--- src/rtl/rr_arbiter_6.sv ---
// Six-way round-robin arbiter with a registered one-hot grant held until the owner releases.
// Define ARB_TIMEOUT_EN to compile in the MAX_HOLD hold limit and the TO_PULSE revocation strobe.
module rr_arbiter_6 #(
  parameter int MAX_HOLD = 16,
  parameter int HW       = 5
) (
  input  logic       CLK,
  input  logic       RST,
  input  logic [5:0] REQ,
  output logic [5:0] GNT,
  output logic [2:0] GNT_ID,
  output logic       BUSY,
  output logic       TO_PULSE
);

  typedef enum logic {
    IDLE  = 1'b0,
    GRANT = 1'b1
  } state_t;

  // Reject illegal configurations at elaboration time.
  if (MAX_HOLD < 2 || MAX_HOLD > 31 || (2 ** HW) <= (MAX_HOLD - 1)) begin : g_bad_cfg
    $error("rr_arbiter_6: MAX_HOLD must be 2..31 and 2**HW must exceed MAX_HOLD-1");
  end

  // Mod-6 increment: the pointer never takes the values 6 or 7.
  function automatic logic [2:0] wrap_inc(input logic [2:0] v);
    return (v == 3'd5) ? 3'd0 : v + 3'd1;
  endfunction

  state_t     state_q, state_d;
  logic [5:0] gnt_q, gnt_d;
  logic [2:0] id_q, id_d;
  logic [2:0] ptr_q, ptr_d;

  logic       pick_valid;
  logic [2:0] pick_id;
  logic [2:0] scan_idx;
  logic       owner_req;
  logic       timeout_hit;
  logic       drop_grant;

  // Cyclic priority scan starting at the pointer.
  // NOTE: every variable written in an always_comb block gets a default on entry,
  // otherwise paths that skip an assignment infer a latch.
  always_comb begin
    pick_valid = 1'b0;
    pick_id    = ptr_q;
    scan_idx   = ptr_q;
    for (int k = 0; k < 6; k++) begin
      if (!pick_valid && REQ[scan_idx]) begin
        pick_valid = 1'b1;
        pick_id    = scan_idx;
      end
      scan_idx = wrap_inc(scan_idx);
    end
  end

  assign owner_req  = REQ[id_q];

`ifdef ARB_TIMEOUT_EN
  logic [HW-1:0] hcnt_q, hcnt_d;
  logic          to_q, to_d;

  assign timeout_hit = owner_req && (hcnt_q == HW'(MAX_HOLD - 1));
`else
  assign timeout_hit = 1'b0;
`endif

  // An owner release takes precedence over a coincident timeout.
  assign drop_grant = !owner_req || timeout_hit;

  // State register: also holds the registered outputs and the pointer.
  // NOTE: sequential state uses non-blocking assignments so every flop samples
  // the pre-edge values, independent of statement order.
  always_ff @(posedge CLK or posedge RST) begin
    if (RST) begin
      state_q <= IDLE;
      gnt_q   <= '0;
      id_q    <= '0;
      ptr_q   <= '0;
`ifdef ARB_TIMEOUT_EN
      hcnt_q  <= '0;
      to_q    <= 1'b0;
`endif
    end else begin
      state_q <= state_d;
      gnt_q   <= gnt_d;
      id_q    <= id_d;
      ptr_q   <= ptr_d;
`ifdef ARB_TIMEOUT_EN
      hcnt_q  <= hcnt_d;
      to_q    <= to_d;
`endif
    end
  end

  // Next-state logic.
  always_comb begin
    state_d = state_q;
    unique case (state_q)
      IDLE:    if (pick_valid) state_d = GRANT;
      GRANT:   if (drop_grant) state_d = IDLE;
      default: state_d = IDLE;
    endcase
  end

  // Next values of the registered outputs, pointer and hold counter.
  always_comb begin
    gnt_d = gnt_q;
    id_d  = id_q;
    ptr_d = ptr_q;
`ifdef ARB_TIMEOUT_EN
    hcnt_d = hcnt_q;
    to_d   = 1'b0;
`endif
    unique case (state_q)
      IDLE: begin
        if (pick_valid) begin
          gnt_d = 6'b000001 << pick_id;
          id_d  = pick_id;
`ifdef ARB_TIMEOUT_EN
          hcnt_d = '0;
`endif
        end
      end
      GRANT: begin
        if (drop_grant) begin
          gnt_d = '0;
          ptr_d = wrap_inc(id_q);
`ifdef ARB_TIMEOUT_EN
          to_d  = owner_req;
`endif
        end else begin
`ifdef ARB_TIMEOUT_EN
          hcnt_d = hcnt_q + HW'(1);
`endif
        end
      end
      default: begin
        gnt_d = '0;
      end
    endcase
  end

  assign GNT    = gnt_q;
  assign GNT_ID = id_q;
  assign BUSY   = |gnt_q;
`ifdef ARB_TIMEOUT_EN
  assign TO_PULSE = to_q;
`else
  assign TO_PULSE = 1'b0;
`endif

endmodule
--- config.mk ---
export PLATFORM = sky130hd
export DESIGN_NAME = rr_arbiter_6
export DESIGN_NICKNAME = d
export VERILOG_FILES = /design/src/rtl/rr_arbiter_6.sv
export SDC_FILE = /design/constraint.sdc
export NUM_CORES = 1
export LEC_CHECK = 0
export CORE_MARGIN = 8
export CORE_UTILIZATION = 35
export CTS_CLUSTER_SIZE = 28
export DETAILED_ROUTE_END_ITERATION = 7
export HOLD_SLACK_MARGIN = 0.02
export MAX_ROUTING_LAYER = met4
export SETUP_SLACK_MARGIN = 0.1
export SYNTH_ARGS = -nofsm -noshare
export SYNTH_HDL_FRONTEND = slang
export SYNTH_SLANG_ARGS = --single-unit
--- constraint.sdc ---
create_clock -name CLK -period 2.8 [get_ports CLK]
set_input_delay 0.7 -clock CLK [delete_from_list [all_inputs] [get_ports CLK]]
set_output_delay 0.7 -clock CLK [all_outputs]
set_load 0.03 [all_outputs]
==> results.toml <==
[global_routing]
grt_pass1_wl_mm = 6.74
grt_pass1_vias = 1448
grt_max_degree = 19
grtUsageTotal_pct = 13.4
gr-total-overflow = 0
antenna_found_initial = 0

[cts]
cts_made_buffers = 3
cts_buffer_depth = 2
h-tree-depth = 1
clock_sinks = 13
insertion_delay_ns = 0.25
clk_pin_slew_ns = 0.05
tritoncts = "yes"
root_buffer = "clkbuf_8"

[synth]
ys.flop_type = "dfrtp_1"
synth_top_cells_by_area = "dfrtp_1 23%, mux2i_1 4.3%, nor2_1 4.0%"
synthCells = 149
synth.avg_cell_area_um2 = 9.42
ys_types = 61
synth_compound_area_share_pct = 33.2
synth_xor_area_share_pct = 0
synth_top_family_by_area = "compound AO/OA/AOI/OAI gates"
synth_fa_ha_area_share_pct = 0
ys_seq_elements = 13
yosysSeqAreaShare_pct = 23.2
async_reset_ff_share_pct = 100
synth_top_cell_by_area = "dfrtp_1"
syn-num-nets = 157
synth_edf_count = 0
yosys.area.top_type_share_pct = 23.2
synthSimpleGateAreaFrac_pct = 20.6
syn_area_um2 = 1400
synth_mux_area_share_pct = 15.8
ys_warn_count = 0

[setup_path]
worst_path_max_delay_cell = "a222oi_1"
path_cells = "dlygate4sd2_1 > mux2_2 > a222oi_1 > buf_4 > o211a_1 > o21ai_1 > a211oi_2 > nor2b_2 > a32o_1"
cp.required_ns = 2.94
endpoint_kind = "register"
critPathBufInv = 2
max_stage_delay_ns = 0.34
path_depth = 9
cp_top_family = "compound AO/OA/AOI/OAI gates"
reg2reg_depth = 8
path_class = "input pin to register"
cp.arrival_ns = 2.71
worst-path-max-fanout = 5
start_kind = "input pin"

[cells_and_area]
area_growth_pct = 31.9
mostFrequentLayoutCell = "buf_4"
layout_common_cells = "33 x buf_4, 15 x nor2_1, 13 x dfrtp_1"
nets = 203
antennaDiodeCount = 0
drive_above_1_share_pct = 32.0
final_cells = 244

[floorplan]
die_w_um = 79.3
fp-row-count = 23
design.die.area_um2 = 6290
start_util_pct = 35.6
fp.dieH_um = 79.3
boundaryPins = 19
core_area_um2 = 3940

[timing]
drv_slew = 0
hold_viol_final = 0
setup_viol = 0
worst_pin_slew_ns = 0.610
rsz0062_at_grt = "no"
fin_crit_sh_pct = 91.9
tns_ns = 0
post-route-min-period_ns = 2.57
fin_worst_skew_ns = 0.00154
clock.fmax_mhz = 389
max-slew-margin-rel_pct = 59.3

[place]
gp_congestion = 0.887
dp_hpwl_mm = 3.10
post-place-cells = 239
io_buffers = 17

[drt]
ant_nets = 0
vias_per_cell = 5.64
drt_wl_total_mm = 3.90
drt_first_iter_violations = 165
vias = 1377
dr.pass1.iters = 4
drc = 0
post_drt_wl_per_cell_um = 16.0

[pwr]
pwr-share-clk_pct = 6.5
combPwrFrac_pct = 78.2
switching_power_w = 0.00123
intPower_w = 0.00138
irDropWorstVdd_v = 0.000768
leakage_nw = 0.846
p_per_area_nw_per_um2 = 1410
power_w = 0.00261
pwr-share-seq_pct = 15.3
switching_share_pct = 47.0

[status]
status = "finished, final reports clean"

[min_path]
min_path_cells = 1
hold_class = "register to register"

[run]
cap_viol_max_count = 0
==> Yosys cell counts, drive strengths merged (3+ instances only) <==
| cell | instances |
|---|---|
| o22ai | 3 |
| o21ai | 5 |
| o21bai | 3 |
| nand3b | 3 |
| mux2 | 5 |
| inv | 6 |
| o21a | 4 |
| o211a | 3 |
| a22o | 5 |
| nor2 | 16 |
| a21oi | 8 |
| o32ai | 3 |
| nor3 | 6 |
| mux2i | 7 |
| nand2b | 3 |
| mux4 | 3 |
| buf | 8 |
| dfrtp | 13 |
| nand2 | 8 |
==> flip-flops by register name, summed over array words and instances, names as in the netlist <==
signal	count
GNT_ID	3
state_q	1
ptr_q	3
GNT	6
==> per-stage QoR <==
step | util [%] | hold WS [ns] | worst slack (ns) | cell area, um^2
5_1_grt | 47.0 | 0.552 | 0.107 | 1850
3_3_place_gp | 45.7 | 0.508 | -0.284 | 1800
2_1_floorplan | - | 0.487 | 0.415 | 1400
6_report | 47.0 | 0.533 | 0.226 | 1850
4_1_cts | 46.8 | 0.537 | 0.120 | 1850
3_5_place_dp | 45.7 | 0.515 | -0.334 | 1800
==> worst reg2reg max path, cell delays in order, from the launching register on <==
cell and delay [ns]:
dfrtp_1 0.51, buf_4 0.19, mux4_2 0.50, a22o_1 0.22
buf_4 0.15, a21o_1 0.18, a211oi_2 0.29, nor2b_2 0.10
a32o_1 0.26
==> power by group through the flow <==
stage	clock network [W]	registers (W)	logic (W)
global route	0.000179	0.000418	0.00222
detailed placement	0	0.000401	0.00201
floorplan	0	0.000391	0.00143
CTS	0.000172	0.000399	0.00204
finish	0.000169	0.000400	0.00204
global placement	0	0.000399	0.00200
==> cell families (layout without fill, tap and decap cells) <==
group	count (synthesis)	count (layout)
compound gates	54	54
buf+inv	15	60
flops	13	13
mux	15	15
other cells	1	1
simple gates	51	51
==> cell type report <==
| class | instances | area (um^2) |
|---|---|---|
| Tap cell | 50 | 62.6 |
| Fill cell | 365 | 2090 |
| Timing Repair Buffer | 50 | 414 |
| Clock buffer | 4 | 45.0 |
| Multi-Input combinational cell | 121 | 982 |
| Sequential cell | 13 | 325 |
| Inverter | 6 | 22.5 |
==> metal layers <==
layer | track usage, % | part of all wire (%) | vias up
met2 | 20.9 | 47 | 43
met4 | 4.63 | 1.4 | 0
met3 | 2.60 | 5.6 | 4
met5 | - | 0 | -
li1 | - | - | 663
met1 | 16.8 | 46 | 667
==> timing repair <==
action                                  in CTS  in global routing
gates resized for setup                      5                  2
hold buffers                                 0                  0
pin swaps                                    2                  1
setup buffers                                1                  0
endpoints found under the setup margin       7                  6
==> path summary, 6_finish.rpt <==
check                          from  slack [ns]        to
max                          REQ[0]        0.23    GNT[1]
min                          GNT[0]        0.53    GNT[0]
max reg2reg                ptr_q[0]        0.28    GNT[1]
min reg2reg                  GNT[0]        0.53    GNT[0]
max in group asynchronous       RST        1.70  ptr_q[2]
min in group asynchronous       RST        0.77    GNT[1]
No activity file was read; power rests on OpenSTA's default activity.
==> RTL change (config.mk and constraints unchanged) <==
Reset style: synchronous (`RST`), changed in one clocked block.
--- a/src/rtl/rr_arbiter_6.sv
+++ b/src/rtl/rr_arbiter_6.sv
@@ -73,7 +73,7 @@
   // State register: also holds the registered outputs and the pointer.
   // NOTE: sequential state uses non-blocking assignments so every flop samples
   // the pre-edge values, independent of statement order.
-  always_ff @(posedge CLK or posedge RST) begin
+  always_ff @(posedge CLK) begin
     if (RST) begin
       state_q <= IDLE;
       gnt_q   <= '0;
Function: differs if RST is asserted again (counterexample within 4 cycles, from zero or initial values and one cycle with RST high); with RST held inactive, the same outputs for 10 cycles.
==> RTL change against the original RTL <==
Synthesized area shrank 0.53%. Critical path depth shrank 1. Global-route usage grew 0.98 points. Sequential cell count is the same. Cell count grew 9.0%. Final area grew 5.7%. Die area shrank 0.43%. Worst hold slack lost 42 ps. Power shrank 4.6%. Maximum frequency shrank 1.2%. Clock power shrank 3%. Clock skew is essentially flat. Routed wire length grew 17%. Worst setup slack lost 31 ps. Critical endpoint is now GNT[2]. Largest power group unchanged.
==> RTL change: results (changes against the original RTL) <==
Yosys
  – Syn Nets: 176 (+12%)
  – Sequential area share after synthesis: 18.6% (-4.5 points)
  – FFs w/ async S/R, synth: 0% (-100 points)
  – Synth top area cells: dfxtp_1 19%, mux2i_1 6.5%, mux4_2 4.8%
  – Post-Syn Instances: 168 (+13%)
  – Synth Warn #: 0 (unchanged)
  – Synth top cells by count: 16 x nand2_1, 14 x nor2_1, 13 x dfxtp_1
  – Yosys cell types: 60 (-1.6%)

Clock network
  – Setup Fix Bufs, Post-CTS: 0 (-1)
  – Htree depth: 1 (unchanged)
  – Root Driver: clkbuf_8
  – Total CTS buffers: 3 (unchanged)
  – Post-cts sizing count: 12 (+7)
  – Max Buffers Root-to-Sink: 2 (unchanged)
  – Clock latency on the worst-skew pair: 240 ps
  – Clk slew on worst S/H paths: 50 ps (about the same)

Worst setup path
  – Worst r2r path cells: 8 (unchanged)
  – Critical Path Max Stage Delay: 470 ps (+130 ps)
  – Worst path arrival time: 2730 ps (+20 ps)
  – Worst path slowest cell: mux4_2
  – CP max FO: 7 (+2)

Placed design
  – DP Area: 1830 sq um (+1.8%)
  – Place WS: -419 ps (-84.6 ps)
  – Detailed placement HPWL: 3410 um (+9.9%)
  – Port bufs: 17 (unchanged)
  – Post-Place Cells: 261 (+9.2%)
  – RD Place Congestion: 1.01 (+14%)

Power and ir drop
  – Maximum vdd drop: 716 uV (-6.7%)
  – Leak: 0.758 nW (-10%)
  – Pint: 1.30 mW (-6.5%)

Run status
  – Status: complete, no violations

Global route
  – Pin count of the biggest net entering global routing: 19 (unchanged)
  – All-Layer GR Usage: 14.4% (+0.98 points)
  – First-pass GRT wire length: 7330 um (+8.8%)
  – Initial antenna violation count: 0 (unchanged)

Min path
  – Hold path depth: 2 (+1)
  – Min-Delay Path Class: flop to flop

Layout
  – Filler cells: 380 (+4.1%)
  – # nets final: 225 (+11%)
  – Share of layout cells above drive strength 1: 36.6% (+4.6 points)
  – ANT cells: 0 (unchanged)
  – Largest register FFs: 6 (unchanged)
  – Non-filler cells, final: 266 (+9.0%)

Route
  – Routed len/inst: 17.2 um (+7.4%)
  – Vias per cell: 5.99 (+6.2%)
  – Iteration count of the initial detailed-routing pass: 4 (unchanged)
  – Drt initial violations: 156 (-5.5%)

Timing
  – Final Skew: 1.08 ps (-0.461 ps)
-- RTL change: final cells by class --
class                           count  area (sq um)  area share (%)
Timing Repair Buffer               57           440            22.5
Clock buffer                        4          45.0            2.30
Sequential cell                    13           263            13.4
Tap cell                           50          62.6            3.20
Inverter                            4          15.0           0.767
Multi-Input combinational cell    138          1130            57.8
-- RTL change: layer usage --
layer  up-vias  track usage, %  part of all wire, %
li1        755               -                    -
met1       763            17.6                   44
met2        70            23.7                   49
met3         6            2.37                  5.5
met4         0            4.07                  1.4
met5         -               -                    0
-- RTL change: worst max-delay path, delay by kind of cell --
kind | cells | cell delay [ps]
buffers and inverters | 1 | 140
multiplexers | 3 | 1060
AO/OA/AOI/OAI | 4 | 830
-- RTL change: cells by family (layout without fill, tap and decap cells) --
logic type             count (synthesis)  after routing  share of synthesized area [%]
other                                  1              1                          0.269
buffers and inverters                 17             65                           7.44
AND/OR/NAND/NOR                       57             57                           20.8
multiplexers                          17             17                           15.8
flip-flops                            13             13                           18.6
AO/OA/AOI/OAI                         63             63                           37.1
-- RTL change: power by group through the flow --
| stage | Clock (mW) | Combinational, mW | Sequential [mW] |
|---|---|---|---|
| global placement | 0 | 1.74 | 0.378 |
| floorplan | 0 | 1.09 | 0.417 |
| detailed placement | 0 | 1.75 | 0.383 |
| CTS | 0.168 | 1.81 | 0.383 |
| global route | 0.172 | 2.09 | 0.403 |
| finish | 0.164 | 1.94 | 0.386 |
-- RTL change: worst paths after layout --
path	from	end	slack [ps]
worst max-delay path	REQ[4]	GNT[2]	190
worst min register to register	GNT[4]	GNT[4]	490
worst max register to register	ptr_q[0]	GNT[2]	270
worst min-delay path	GNT[4]	GNT[4]	490
